==> config.mk <==
export PLATFORM = sky130hd
export DESIGN_NAME = bist_sequencer
export DESIGN_NICKNAME = d
export VERILOG_FILES = /design/src/rtl/bist_sequencer.sv
export SDC_FILE = /design/constraint.sdc
export NUM_CORES = 1
export LEC_CHECK = 0
export BUFFER_PORTS_ARGS = -buffer_cell sky130_fd_sc_hd__buf_2
export CAP_MARGIN = 40
export CORE_ASPECT_RATIO = 0.9
export CORE_MARGIN = 1
export CORE_UTILIZATION = 55
export CTS_BUF_LIST = sky130_fd_sc_hd__clkbuf_2
export DETAILED_ROUTE_END_ITERATION = 8
export PLACE_DENSITY_LB_ADDON = 0.12
export SLEW_MARGIN = 20
export SYNTH_ARGS = -nofsm -noshare
export SYNTH_HDL_FRONTEND = slang
export SYNTH_SLANG_ARGS = --single-unit
==> constraint.sdc <==
create_clock -name clk -period 3.3 [get_ports clk]
set_input_delay 0.33 -clock clk [delete_from_list [all_inputs] [get_ports clk]]
set_output_delay 0.33 -clock clk [all_outputs]
set_load 0.01 [all_outputs]
==> src/rtl/bist_sequencer.sv <==
// ---------------------------------------------------------------------------
// bist_sequencer
//
// Session sequencer for the scan-based BIST datapath. A session starts on a
// request. It seeds the input LFSR and clears the signature MISR. It then
// alternates scan-shift and capture phases for N_PATTERNS patterns. After
// that it flushes the last response out of the chain. Finally it strobes
// the comparator and flags end-of-test.
//
// Every output is decoded from registered state and counters only, so no
// input reaches an output through combinational logic.
//
// Parameters:
//   CHAIN_LEN   scan chain length in flops, which is also the shift phase length (>=1)
//   N_PATTERNS  number of capture cycles per session (>=1)
//   CNT_W       counter width; must hold max(CHAIN_LEN, N_PATTERNS)
//
// Ports:
//   clk          system clock; all state updates on the rising edge
//   rst          synchronous active-high reset
//   start        session request (level); looked at only in IDLE and DONE
//   abort        cancels a running or finished session (level)
//   scan_en      scan enable to the CUT; also selects LFSR data at the CUT mux
//   seed         one-cycle LFSR seed-load pulse
//   misr_clr     one-cycle MISR clear pulse
//   misr_en      MISR compaction enable
//   running      session in progress
//   finish       one-cycle comparator strobe on the first DONE cycle
//   bist_end     session complete (level)
//   pattern_idx  number of captures completed in the current session
// ---------------------------------------------------------------------------
module bist_sequencer #(
    parameter int CHAIN_LEN  = 8,
    parameter int N_PATTERNS = 16,
    parameter int CNT_W      = 8
) (
    input  logic             clk,
    input  logic             rst,
    input  logic             start,
    input  logic             abort,
    output logic             scan_en,
    output logic             seed,
    output logic             misr_clr,
    output logic             misr_en,
    output logic             running,
    output logic             finish,
    output logic             bist_end,
    output logic [CNT_W-1:0] pattern_idx
);

    typedef enum logic [2:0] {
        IDLE,
        INIT,
        SHIFT,
        CAPTURE,
        FLUSH,
        DONE
    } state_t;

    localparam logic [CNT_W-1:0] SHIFT_LAST = CNT_W'(CHAIN_LEN - 1);
    localparam logic [CNT_W-1:0] PAT_TOTAL  = CNT_W'(N_PATTERNS);

    state_t           state;
    state_t           state_next;
    logic [CNT_W-1:0] shift_cnt;
    logic [CNT_W-1:0] pat_cnt;
    logic             done_seen;
    logic             shift_done;

    // The last shift cycle of a SHIFT or FLUSH phase.
    assign shift_done = (shift_cnt == SHIFT_LAST);

    // Next-state logic. The abort check comes last so that it overrides
    // every other transition. In IDLE, abort only stops a new session from
    // starting.
    always_comb begin
        state_next = state;
        case (state)
            IDLE: begin
                if (start && !abort) begin
                    state_next = INIT;
                end
            end
            INIT: begin
                state_next = SHIFT;
            end
            SHIFT: begin
                if (shift_done) begin
                    state_next = CAPTURE;
                end
            end
            CAPTURE: begin
                // Decide using the count as it will be after this capture.
                if ((pat_cnt + CNT_W'(1)) == PAT_TOTAL) begin
                    state_next = FLUSH;
                end else begin
                    state_next = SHIFT;
                end
            end
            FLUSH: begin
                if (shift_done) begin
                    state_next = DONE;
                end
            end
            DONE: begin
                if (!start) begin
                    state_next = IDLE;
                end
            end
            default: begin
                state_next = IDLE;
            end
        endcase
        if (abort && (state != IDLE)) begin
            state_next = IDLE;
        end
    end

    // State register and counters.
    // The shift counter restarts on every entry into a shift-type phase. It
    // also stops at the last position instead of wrapping around.
    // The pattern count is cleared only when a new session starts. It
    // advances when a capture completes normally, so an abort leaves it at
    // the last completed value.
    // done_seen marks every DONE cycle after the first one. This keeps the
    // finish strobe to a single cycle.
    always_ff @(posedge clk) begin
        if (rst) begin
            state     <= IDLE;
            shift_cnt <= '0;
            pat_cnt   <= '0;
            done_seen <= 1'b0;
        end else begin
            state     <= state_next;
            done_seen <= (state == DONE);

            if (((state == SHIFT) || (state == FLUSH)) && (state_next == state)) begin
                if (!shift_done) begin
                    shift_cnt <= shift_cnt + CNT_W'(1);
                end
            end else begin
                shift_cnt <= '0;
            end

            if ((state == IDLE) && (state_next == INIT)) begin
                pat_cnt <= '0;
            end else if ((state == CAPTURE) && (state_next != IDLE) && (pat_cnt != PAT_TOTAL)) begin
                pat_cnt <= pat_cnt + CNT_W'(1);
            end
        end
    end

    // Output decode from the registered state.
    always_comb begin
        scan_en  = 1'b0;
        seed     = 1'b0;
        misr_clr = 1'b0;
        misr_en  = 1'b0;
        running  = 1'b0;
        finish   = 1'b0;
        bist_end = 1'b0;
        case (state)
            INIT: begin
                seed     = 1'b1;
                misr_clr = 1'b1;
                running  = 1'b1;
            end
            SHIFT, FLUSH: begin
                scan_en = 1'b1;
                misr_en = 1'b1;
                running = 1'b1;
            end
            CAPTURE: begin
                misr_en = 1'b1;
                running = 1'b1;
            end
            DONE: begin
                bist_end = 1'b1;
                finish   = !done_seen;
            end
            default: begin
            end
        endcase
    end

    assign pattern_idx = pat_cnt;

endmodule

# Word level (Yosys, flattened, before mapping)
# Cells that the tools add are included.
word_totals:
  ff_bits: 20
  output_inout_bits: 15
  in_bits: 4
  wordCells: 47
classes:
  n_mux: 13
  addsub: 2
  eq_ne: 10
  n_reduce_logical: 17
  bitwise_logic: 1
ops:
  columns: ["op", "n"]
  rows:
  - ["two-way mux 3 bit", 6]
  - ["one-hot mux 3 bit (6 select lines)", 1]
  - ["adder 8 x 1 -> 8 bit (second input constant)", 2]
  - ["== test 8 x 3 -> 1 bit (second input constant)", 1]
  - ["== test 8 x 5 -> 1 bit (second input constant)", 1]
  - ["!= test 8 x 5 -> 1 bit (second input constant)", 1]
  - ["== test 3 x 1 -> 1 bit (second input constant)", 2]
  - ["== test 3 x 2 -> 1 bit (second input constant)", 2]
  - ["== test 3 bit (second input constant)", 2]
  - ["logical AND 1 bit", 6]
  - ["two-way mux 1 bit", 6]
  - ["nonzero test 3 bit", 2]
  - ["OR reduction 2 bit", 3]
  - ["OR reduction 4 bit", 1]
  - ["== test 3 bit", 1]
  - ["logical NOT 3 bit", 1]
  - ["OR reduction 3 bit", 1]
  - ["logical NOT 1 bit", 2]
  - ["logical OR 1 bit", 1]
  - ["inverter 1 bit", 1]

# Depth between registers and ports, before layout
logic_depth:
  word_depth: 9
  depth_mapped: 6
  depth_no_buf: 5

# Least setup slack after synthesis
# No wires, ideal clock.
synth_path:
  path_type: "register to register"
  startpoint: "register state[0]"
  endpoint: "register pat_cnt[5] (netlist: pattern_idx[5])"
  setup_ns: 0.117
  arrival_time_ns: 1.351
  path_stages_with_launch: 6
  period_less_slack_ns: 1.468
  slack_ns: 1.832
  path_buffers: 1
  cell_sequence: "dfxtp_1 > buf_2 > nand4bb_1 > or4_1 > xor2_1 > nor2_1"
synth_via:
  elab_chain_len: 6
synth_rtl:
  columns: ["item", "line", "text"]
  rows:
  - ["start: declaration", "63", "state_t state;"]
  - ["start signal: assignment", "134", "state <= state_next;"]
  - ["== test 3 bit (tied with other cells)", "78", "case (state)"]
  - ["one-hot mux 3 bit (6 select lines) or logical AND 1 bit (tied branches)", "78, 114", null]
  - ["two-way mux 3 bit", "114", "if (abort && (state != IDLE)) begin"]
  - ["== test 3 x 1 -> 1 bit or nonzero test 3 bit (tied branches)", "145, 147", null]
  - ["logical AND 1 bit (on tied branches)", "145, 147", null]
  - ["OR reduction 2 bit (no source line) or logical AND 1 bit (tied branches)", null, null]
  - ["end signal: assignment", "148", "pat_cnt <= pat_cnt + CNT_W'(1);"]
  - ["end: declaration", "66", "logic [CNT_W-1:0] pat_cnt;"]
# Several ways; a longest one is shown, not always the timed one.
# A chain may end at the register's enable or synchronous reset.

# Final worst setup path
layout_path:
  startpoint: "register state[0]"
  endpoint: "output port running"
layout_via:
  elab_chain_len: 3
layout_rtl:
  columns: ["item", "line", "text"]
  rows:
  - ["== test 3 x 2 -> 1 bit (tied with other cells)", "162", "case (state)"]
  - ["OR reduction 4 bit (no source line) *", null, null]
  - ["two-way mux 1 bit *", "162", null]
  - ["end: declaration", "45", "output logic running,"]
# Every way passes the cells marked *; elsewhere a longest branch is shown, timed or not.

==> results_dict.tcl <==
set metrics [dict create \
    result_of_the_run "completed" \
    wire_length_of_the_first_global_routing_pass_um 3130 \
    p_leak_nw 0.444 \
    port_buffers 18 \
    reg2reg_from "state[2]$_SDFF_PP0_" \
    synth_enable_flop_cells 0 \
    worstPathBufferInverterCount 1 \
    floorplan.rows 14 \
    maxCapViolations 0 \
    buffer_levels_on_the_longest_clock_path 2 \
    drc_errors 0 \
    cts_made_buffers 3 \
    start_util_pct 58.4 \
    globalRouteTotalUtil_pct 22.1 \
    synth.yosys.warnings 0 \
    cp-startpoint "state[0]$_SDFF_PP0_" \
    cts_max_level 1 \
    postLayoutCoreUtil_pct 65.4 \
    final.min_clock_period_ps 1850 \
    clockPowerShare_pct 28.0 \
    gp_congestion 0.792 \
    syn-num-nets 127 \
    path_clk_slew_ps 190 \
    report.final.hold_viol_count 0 \
    final-max-slew-violation-count 0 \
    core-area_mm2 0.00168 \
    critical_path.max_stage_delay_ps 520 \
    power_switching_mw 0.0881 \
    finalWorstSetupSlack_ps 1450 \
    critical-path-top-delay-family "flip-flops" \
    worst_setup_path_start_kind "flip-flop" \
    antenna_found_initial 0 \
    wl_um 1860 \
    place.detailed.hpwl_um 1380 \
    clk-insertion-delay-late_ps 320 \
    die_area_mm2 0.00196 \
    maxClockFrequency_mhz 540 \
    period_share_pct 56.1 \
    fin_worst_skew_ps 7.50 \
    yosys_register_bits 20 \
    first_iter_violations 19 \
    detail-route-antenna-nets 0 \
    syn_inst 120 \
    die_width_um 46.5 \
    syn-cell-area_um2 982 \
    timing.hold.worst.class "in -> reg" \
    route.vias.total 851 \
    synth.avg_cell_area_um2 8.18 \
    timing.max_slew.rel_slack_pct 74.0 \
    synth_cell_types 31 \
    drive_above_1_share_pct 18.1 \
    regToRegSetupSlack_ps 1630 \
    arrival_ps 1520 \
    drt-wirelength-per-cell_um 11.5 \
    via_count_of_the_first_global_routing_pass 722 \
    floorplan.die.height_um 42.1 \
    ctsHoldBuffers 0 \
    drtPass1Iterations 4 \
    worst-r2r-cell-count 4 \
    power.share.sequential_pct 67.1 \
    areaGrowthSynthToFinish_pct 12.0 \
    grt_setup_unrepaired "no" \
    synth_sequential_area_ratio_pct 40.8 \
    pwr-share-comb_pct 4.8 \
    numClockSinks 20 \
    post-place-ws_ps 1630 \
    report.final.setup_viol 0 \
    p_int_mw 0.276 \
    num_antenna_cells 0 \
    worst_ir_drop_vdd_mv 0.245 \
    worst_path_max_delay_cell "dfxtp_1" \
    worst_setup_path_endpoint "running" \
    timing.critical_path.required_ps 2970 \
    max_slew.worst_pin.slew_ps 385 \
    asyncSetResetFlopFracSynth_pct 0 \
    worst-path-stages 5 \
    power-per-cell-area_mw_per_mm2 331 \
    pin_count 19 \
    crit_path_cell_chain "nor2_1 -> nand2_1 -> o21ai_0 -> or2_2 -> buf_2" \
    timing.setup.critical_path_class "reg -> out" \
    cts_setup_buffers 0 \
    final_net_count 146 \
    grt_start_max_net_pins 13 \
    crit_path_end_kind "primary output" \
    tritoncts "built" \
    synth-main-ff-cell "dfxtp_1" \
    grt_overflow_total 0 \
    clock_tree.root_cell "clkbuf_2" \
    sw_ratio_pct 24.2 \
    worstReg2RegEnd "pattern_idx[5]$_SDFFE_PP0P_" \
    postCtsResizedCells 0 \
    final.setup.tns_ps 0 \
    totalPowerFinal_mw 0.364 \
    cp_max_fo 9 \
    routed_via_density 5.25 \
]
## power by group through the flow
stage,clock [mW],sequential [mW],combinational (mW)
after floorplan,0,0.248,0.0124
after global placement,0,0.249,0.0174
after detailed placement,0,0.250,0.0176
after CTS,0.107,0.245,0.0177
after global routing,0.117,0.245,0.0201
final,0.102,0.245,0.0176
## logic make-up (layout without fill, tap and decap cells)
group,after synthesis,after routing,synth area share [%]
AOI/OAI and AO/OA,13,13,8.53
xor gates and xnor gates,13,13,11.6
adders and majority gates,3,3,3.82
buffers and inverters,14,32,5.99
DFF,20,20,40.8
muxes,1,1,1.02
and+or+nand+nor,56,56,28.3
## layout by cell type (no fill, tap or decap), types with 5 or more instances in the layout
master and instances:
nand3_1 7, o21ai_0 5, nor2_1 22, dfxtp_1 20, inv_1 10, xor2_1 5, xnor2_1 8, nor3_1 7
nand2_1 6, buf_2 18
## flip-flops by register name, indices dropped and copies added (netlist names)
signal	count
done_seen	1
pattern_idx	8
shift_cnt	8
state	3
## cell usage after synthesis (all sizes together) (2+ instances only)
cell type | count | area share [%]
a21oi | 3 | 1.5
buf | 3 | 1.8
dfxtp | 20 | 41
ha | 3 | 3.8
inv | 10 | 3.8
nand2 | 6 | 2.3
nand3 | 7 | 3.6
nand4 | 2 | 1.3
nor2 | 23 | 9.0
nor3 | 7 | 3.6
o21ai | 5 | 2.5
or2 | 2 | 1.3
or4 | 2 | 1.5
xnor2 | 8 | 7.1
xor2 | 5 | 4.5
## final cells by class
| class | count | area (um^2) |
|---|---|---|
| clock buffer | 3 | 15.0 |
| clock inverter | 1 | 3.75 |
| fill | 166 | 582 |
| inverter | 10 | 37.5 |
| multi-input combinational | 86 | 523 |
| sequential | 20 | 400 |
| tap | 24 | 30.0 |
| timing repair buffer | 18 | 90.1 |
## worst min-delay path by stage
stage	start	endpoint	slack [ps]	cells after the start
2_1_floorplan	rst	done_seen$_SDFF_PP0_	400	1
3_3_place_gp	shift_cnt[0]$_SDFFE_PP0N_	shift_cnt[0]$_SDFFE_PP0N_	430	1
3_5_place_dp	shift_cnt[0]$_SDFFE_PP0N_	shift_cnt[0]$_SDFFE_PP0N_	450	1
4_1_cts	rst	done_seen$_SDFF_PP0_	210	2
5_1_grt	rst	done_seen$_SDFF_PP0_	190	2
6_report	rst	done_seen$_SDFF_PP0_	220	2
## through the flow
step                hold WS, ps  cells  area, um^2
finish                      223    162        1100
global route                192    162        1100
CTS                         213    162        1100
detailed placement          452    158        1080
global placement            433    158        1080
floorplan                   402    120         982
## metal layers
layer | track usage [%] | share of wire [%] | vias to the layer above
met4 | 7.06 | 0.59 | 0
li1 | - | - | 444
met1 | 32.1 | 52 | 381
met3 | 6.47 | 5.4 | 2
met5 | 0 | 0 | -
met2 | 30.8 | 42 | 24
(Power assumes the default switching activity.)
